File: src/rtl/usr_c2h_pktgen_pkg.sv
// Shared definitions for the user-side C2H packet generator: FSM state encodings and
// the tuser bit that marks start-of-packet.
package usr_c2h_pktgen_pkg;

  typedef enum logic [2:0] {
    StIdle,
    StLoad,
    StSend,
    StGap,
    StDone
  } state_e;

  localparam int unsigned SopBit = 0;

endpackage

File: src/rtl/usr_c2h_keep_gen.sv
// Maps the tail byte count of a packet's last beat to its tkeep mask; a tail of 0
// means the beat is full.
module usr_c2h_keep_gen #(
  parameter int unsigned KEEP_W = 16,
  parameter int unsigned TailW  = $clog2(KEEP_W)
) (
  input  logic [TailW-1:0]  tail_i,
  output logic [KEEP_W-1:0] keep_o
);

  always_comb begin
    keep_o = '0;
    for (int i = 0; i < KEEP_W; i++) begin
      keep_o[i] = (tail_i == '0) || (i < int'(tail_i));
    end
  end

endmodule

File: src/rtl/usr_c2h_pktgen.sv
// User C2H AXI-Stream generator: length-programmed packets carrying an incrementing
// 32-bit word pattern. Define USR_C2H_PKTGEN_GAP_EN to add gap_i idle cycles per packet.
module usr_c2h_pktgen
  import usr_c2h_pktgen_pkg::*;
#(
  parameter int unsigned DATA_W = 128,
  parameter int unsigned KEEP_W = DATA_W / 8,
  parameter int unsigned LEN_W  = 16
) (
  input  logic              clk_i,
  input  logic              rst_n_i,
  input  logic              gen_en_i,
  input  logic [LEN_W-1:0]  pkt_len_i,
  input  logic [31:0]       pkt_num_i,
  input  logic [31:0]       seed_i,
`ifdef USR_C2H_PKTGEN_GAP_EN
  input  logic [7:0]        gap_i,
`endif
  input  logic              s0_axis_c2ha_tready_i,
  output logic [DATA_W-1:0] s0_axis_c2ha_tdata_o,
  output logic [KEEP_W-1:0] s0_axis_c2ha_tkeep_o,
  output logic [KEEP_W-1:0] s0_axis_c2ha_tuser_o,
  output logic              s0_axis_c2ha_tlast_o,
  output logic              s0_axis_c2ha_tvalid_o,
  output logic              gen_busy_o,
  output logic              gen_done_o,
  output logic              gen_err_o,
  output logic [31:0]       pkt_cnt_o
);

  localparam int unsigned Lanes = DATA_W / 32;
  localparam int unsigned TailW = $clog2(KEEP_W);

  state_e             state_q, state_d;
  logic               gen_en_q;
  logic [LEN_W-1:0]   len_q, beats_q, beat_q;
  logic [TailW-1:0]   tail_q;
  logic [31:0]        num_q, word_q, pkt_cnt_q, pkt_cnt_inc;
  logic               err_q;
  logic               start_rise, hs, last_beat, stop_now;
  logic [KEEP_W-1:0]  keep_mask;
`ifdef USR_C2H_PKTGEN_GAP_EN
  logic [7:0]         gap_cnt_q;
  logic               stop_gap;
`endif

  assign start_rise  = gen_en_i & ~gen_en_q;
  assign hs          = (state_q == StSend) & s0_axis_c2ha_tready_i;
  assign last_beat   = (beat_q == beats_q - LEN_W'(1));
  assign pkt_cnt_inc = pkt_cnt_q + 32'd1;
  // Decided at the tlast handshake, so pkt_cnt_q has not yet counted this packet.
  assign stop_now    = ((num_q != '0) && (pkt_cnt_inc == num_q)) || !gen_en_i;
`ifdef USR_C2H_PKTGEN_GAP_EN
  assign stop_gap    = ((num_q != '0) && (pkt_cnt_q == num_q)) || !gen_en_i;
`endif

  always_ff @(posedge clk_i) begin
    if (!rst_n_i) state_q <= StIdle;
    else          state_q <= state_d;
  end

  always_comb begin
    state_d = state_q;
    unique case (state_q)
      StIdle: if (start_rise && (pkt_len_i != '0)) state_d = StLoad;
      StLoad: state_d = StSend;
      StSend: begin
        if (hs && last_beat) begin
`ifdef USR_C2H_PKTGEN_GAP_EN
          if (gap_i != '0) state_d = StGap;
          else if (stop_now) state_d = StDone;
`else
          if (stop_now) state_d = StDone;
`endif
        end
      end
      StGap: begin
`ifdef USR_C2H_PKTGEN_GAP_EN
        if (gap_cnt_q == 8'd1) state_d = stop_gap ? StDone : StSend;
`else
        state_d = StIdle;
`endif
      end
      StDone: state_d = StIdle;
      default: state_d = StIdle;
    endcase
  end

  always_ff @(posedge clk_i) begin
    if (!rst_n_i) begin
      gen_en_q  <= 1'b0;
      err_q     <= 1'b0;
      len_q     <= '0;
      num_q     <= '0;
      word_q    <= '0;
      pkt_cnt_q <= '0;
      beats_q   <= '0;
      tail_q    <= '0;
      beat_q    <= '0;
    end else begin
      gen_en_q <= gen_en_i;
      err_q    <= (state_q == StIdle) && start_rise && (pkt_len_i == '0);
      if ((state_q == StIdle) && start_rise && (pkt_len_i != '0)) begin
        len_q     <= pkt_len_i;
        num_q     <= pkt_num_i;
        word_q    <= seed_i;
        pkt_cnt_q <= '0;
        beat_q    <= '0;
      end
      if (state_q == StLoad) begin
        beats_q <= (len_q >> TailW) + LEN_W'(|len_q[TailW-1:0]);
        tail_q  <= len_q[TailW-1:0];
      end
      // The word counter runs on across packets; only a new start reloads it.
      if (hs) begin
        word_q <= word_q + 32'(Lanes);
        if (last_beat) begin
          beat_q    <= '0;
          pkt_cnt_q <= pkt_cnt_inc;
        end else begin
          beat_q <= beat_q + LEN_W'(1);
        end
      end
    end
  end

`ifdef USR_C2H_PKTGEN_GAP_EN
  always_ff @(posedge clk_i) begin
    if (!rst_n_i)               gap_cnt_q <= '0;
    else if (hs && last_beat)   gap_cnt_q <= gap_i;
    else if (state_q == StGap)  gap_cnt_q <= gap_cnt_q - 8'd1;
  end
`endif

  usr_c2h_keep_gen #(
    .KEEP_W (KEEP_W)
  ) u_keep_gen (
    .tail_i (tail_q),
    .keep_o (keep_mask)
  );

  // Stream outputs derive from registered state only, so they hold through stalls.
  always_comb begin
    s0_axis_c2ha_tvalid_o = (state_q == StSend);
    s0_axis_c2ha_tdata_o  = '0;
    s0_axis_c2ha_tkeep_o  = '0;
    s0_axis_c2ha_tuser_o  = '0;
    s0_axis_c2ha_tlast_o  = 1'b0;
    if (state_q == StSend) begin
      for (int k = 0; k < Lanes; k++) begin
        s0_axis_c2ha_tdata_o[32*k +: 32] = word_q + 32'(k);
      end
      s0_axis_c2ha_tkeep_o         = last_beat ? keep_mask : '1;
      s0_axis_c2ha_tuser_o[SopBit] = (beat_q == '0);
      s0_axis_c2ha_tlast_o         = last_beat;
    end
    gen_busy_o = (state_q == StLoad) || (state_q == StSend) || (state_q == StGap);
    gen_done_o = (state_q == StDone);
    gen_err_o  = err_q;
  end

  assign pkt_cnt_o = pkt_cnt_q;

endmodule
File: config.mk
export PLATFORM = sky130hd
export DESIGN_NAME = usr_c2h_pktgen
export DESIGN_NICKNAME = d
export VERILOG_FILES = /design/src/rtl/usr_c2h_pktgen_pkg.sv /design/src/rtl/usr_c2h_keep_gen.sv /design/src/rtl/usr_c2h_pktgen.sv
export SDC_FILE = /design/constraint.sdc
export NUM_CORES = 1
export LEC_CHECK = 0
export ABC_CLOCK_PERIOD_IN_PS = 4030
export CORE_ASPECT_RATIO = 0.8
export CORE_UTILIZATION = 50
export DETAILED_ROUTE_END_ITERATION = 8
export MAX_ROUTING_LAYER = met4
export PLACE_DENSITY = 0.82
export REMOVE_ABC_BUFFERS = 1
export SETUP_SLACK_MARGIN = 0.15
export SLEW_MARGIN = 0
export SYNTH_ARGS = -nofsm -noshare
export SYNTH_HDL_FRONTEND = slang
export SYNTH_SLANG_ARGS = --single-unit
File: constraint.sdc
create_clock -name clk_i -period 4.03 [get_ports clk_i]
set_input_delay 0.806 -clock clk_i [delete_from_list [all_inputs] [get_ports clk_i]]
set_output_delay 0.806 -clock clk_i [all_outputs]
set_load 0.02 [all_outputs]
==> summary.md <==
| Metric | Value |
|---|---|
| Status | `finished with violations` |
| Failing checks | `design-rule violations` |
| Worst Path Arrival | `roughly 3 ns` |
| Die height | `~130 um` |
| CTS tree | `done` |
| Crit Path Max Fanout | `6` |
| Area of the multi-input gates | `~7300 um^2` |
| CTS Buf Count | `17` |
| Global-route wire length before repair | `approximately 63000 um` |
| Post-synthesis register bit count | `150` |
| Fin util | `0.6952` |
| Largest net degree at the start of global routing | `roughly 110` |
| FF+latch area | `3019 um^2` |
| Top FF cell, synth | `dfxtp_1` |
| Vias in the first global route | `11060` |
| Total global-route track usage | `0.3690` |
| Setup violations, final | `0` |
| Initial DRC count | `roughly 1300` |
| Clock root cell | `clkbuf_16` |
| PwrDens | `about 360 nW/um^2` |
| Final Skew | `just over 0.02 ns` |
| Skew-Pair Late Insertion Delay | `between 0.4 and 0.5 ns` |
| Core area | `about 21000 um^2` |
| DRT Pass-1 Iters | `9` |
| Hold WS | `between 0.4 and 0.5 ns` |
| IO Pins | `about 280` |
| Kind of critical path | `flip-flop to output pin` |
| Syn Area/Cell | `between 6 and 7 um^2` |
| Slew margin rel. | `0.4019` |
| Fill cells | `1818` |
| Post-layout nets | `1887` |
| Reg clk slew, reported paths | `0.06 ns` |
| Cell Rows | `47` |
| WL final | `between 40000 and 50000 um` |
| Cells after Synth | `about 1600` |
| Cell variety after synth | `slightly above 70` |
| Antenna cells | `0` |
| Post-synth EDFFs | `0` |
| Clock Path Buffers | `2` |
| ANT nets after route | `0` |
| Syn Std Cell Area | `approximately 11000 um^2` |
| Share of flip-flops with an asynchronous set or reset | `0` |
| PortBufs | `around 270` |
| HPWL after DPL | `between 30000 and 40000 um` |
| Seq/Total Area, Yosys | `0.2772` |
| Worst hold path type | `flip-flop to flip-flop` |
| Leak Pwr | `roughly 5.3 nW` |
| Die W | `approximately 170 um` |
| VDD IR max | `302.4 uV` |
| Die area | `between 20000 and 25000 um^2` |
| Avg WL per Cell | `approximately 20 um` |
| Share of layout cells above drive strength 1 | `0.1047` |
| Total congestion overflow | `0` |
| Req. time, crit path | `between 3 and 4 ns` |
| Initial antenna violation count | `0` |
| Yosys warning count | `0` |
| Initial core utilization | `0.5175` |
| Cts hold-fix bufs | `0` |
| Tot Pwr | `roughly 5.3 mW` |
| H-tree levels | `4` |
| Worst setup EP type | `output pin` |
| Via Count | `around 12000` |
| Routability Congestion | `1.006` |
| RSZ-0062 raised after global routing | `yes` |
| Fin. max-slew vios | `0` |
| CTS sink cnt | `150` |
| Max Clock Freq | `256.6 MHz` |
| Tmin final | `~3.9 ns` |
| Avg Vias per Cell | `~6` |
| Max-cap violations | `0` |
| Area Growth Syn to Fin | `34.35%` |
| Tcrit/Tclk final | `0.9671` |
| Worst-margin pin slew | `between 0.8 and 0.9 ns` |
| DRC | `7` |
| Final Hold Viols | `0` |
| Setup crit start kind | `flip-flop` |
routing by layer:
metal / global-route usage / wire [um] / up-vias
li1: - / - / 5849
met5: - / 0 / -
met4: 0.09414 / 590 / 0
met3: 0.06031 / 3931 / 44
met1: 0.5191 / 18180 / 5854
met2: 0.5460 / 17880 / 658
registers in the layout, summed over array words and instances, names as in the netlist:
signal,cells
num_q,32
pkt_cnt_o,32
word_q,32
beat_q,16
len_q,16
beats_q,13
tail_q,4
state_q,3
gen_en_q,1
gen_err_o,1
report_power, final:
group	switching (mW)	internal (mW)	total [mW]	leakage [nW]
Clock	0.720	0.803	1.52	0.253
Combinational	1.16	0.802	1.97	3.85
Sequential	0.178	1.60	1.78	1.22
Total	2.06	3.20	5.27	5.32
layout make-up:
cell class	instances	share of cell area
clock buffers	18	0.02949
well taps	269	0.02313
inverters	22	0.005846
repair buffers	349	0.2241
clock inverters	14	0.007909
flip-flops and latches	150	0.2074
multi-input cells	1252	0.5021
timing repair:
item                                    CTS  global route
gates resized for setup                  80            56
endpoints found under the setup margin   40            47
gates cloned                              0             0
buffers inserted                          2             5
pin swaps                                 2            12
cell families (layout without fill, tap and decap cells):
family	count (synthesis)	in the layout	share of synthesized area
buffers and inverters	172	403	0.06699
flip-flops	150	150	0.2772
XOR/XNOR	155	155	0.1253
AND/OR/NAND/NOR	765	765	0.3396
AO/OA/AOI/OAI	304	304	0.1760
other	1	15	0.0003462
adder cells (fa/ha/maj)	11	11	0.01270
multiplexers	2	2	0.001848
synthesized netlist by cell type (all sizes together) (3+ instances only):
cell	number	area, um^2
a2111oi	4	35.03
a211o	7	61.31
a211oi	20	150.1
a21o	17	127.6
a21oi	137	685.7
a221o	3	30.03
a221oi	4	35.03
a222oi	6	60.06
a22oi	3	36.28
a31oi	16	100.1
and2	43	269.0
and3	22	137.6
and3b	3	26.28
and4	5	43.79
buf	33	204.0
clkbuf	117	439.2
dfxtp	150	3003
ha	11	137.6
inv	21	78.83
nand2	236	885.9
nand2b	9	56.30
nand3	62	322.8
nand3b	5	50.05
nand4	35	219.0
nor2	192	720.7
nor2b	6	37.54
nor3	50	250.2
nor3b	7	52.55
nor4	39	250.2
o211ai	5	37.54
o21ai	44	220.2
o21bai	4	30.03
o2bb2ai	6	52.55
o311ai	3	26.28
o31a	4	35.03
or2	5	31.28
or3	30	187.7
or3b	5	43.79
or4	9	75.07
xnor2	87	762.0
xor2	68	595.6
metrics by stage:
step	worst slack [ns]	instance area, um^2	TNS [ns]	instances
floorplan	-0.6217	10240	-21.57	1424
detailed placement	0.08172	13830	0	2035
global placement	0.1448	13830	0	2035
finish	0.1327	14550	0	2074
CTS	0.1503	14390	0	2069
global route	0.06534	14550	0	2074
final timing paths:
path                     start                 endpoint  slack [ns]  cells past startpoint
setup / recovery    beats_q[0]  s0_axis_c2ha_tkeep_o[1]        0.13                     11
hold / removal        len_q[0]                 len_q[0]        0.48                      2
setup reg to reg  pkt_cnt_o[1]               state_q[1]        0.54                      8
hold reg to reg       len_q[0]                 len_q[0]        0.48                      2
placed cells by master (no fill, tap or decap), types with 20 or more instances in the layout:
cell / instances
nor2_1: 190
xnor2_1: 87
buf_4: 82
dfxtp_1: 143
a211oi_1: 20
o21ai_0: 42
nor4_1: 33
xor2_1: 68
clkdlybuf4s50_1: 233
and2_1: 40
nor3_1: 45
and3_1: 21
nand3_1: 60
nand2_1: 233
nand4_1: 35
or3_1: 28
a21oi_1: 135
critical path, stage by stage (launching register included):
cell,delay [ns]
dfxtp_4,0.36
inv_2,0.07
ha_4,0.12
or3b_4,0.38
o31a_1,0.30
or3_4,0.33
a21oi_2,0.14
o2111a_2,0.24
and2_4,0.21
nand2_4,0.06
o31a_1,0.32
buf_6,0.14
No activity file was read; power rests on OpenSTA's default activity.
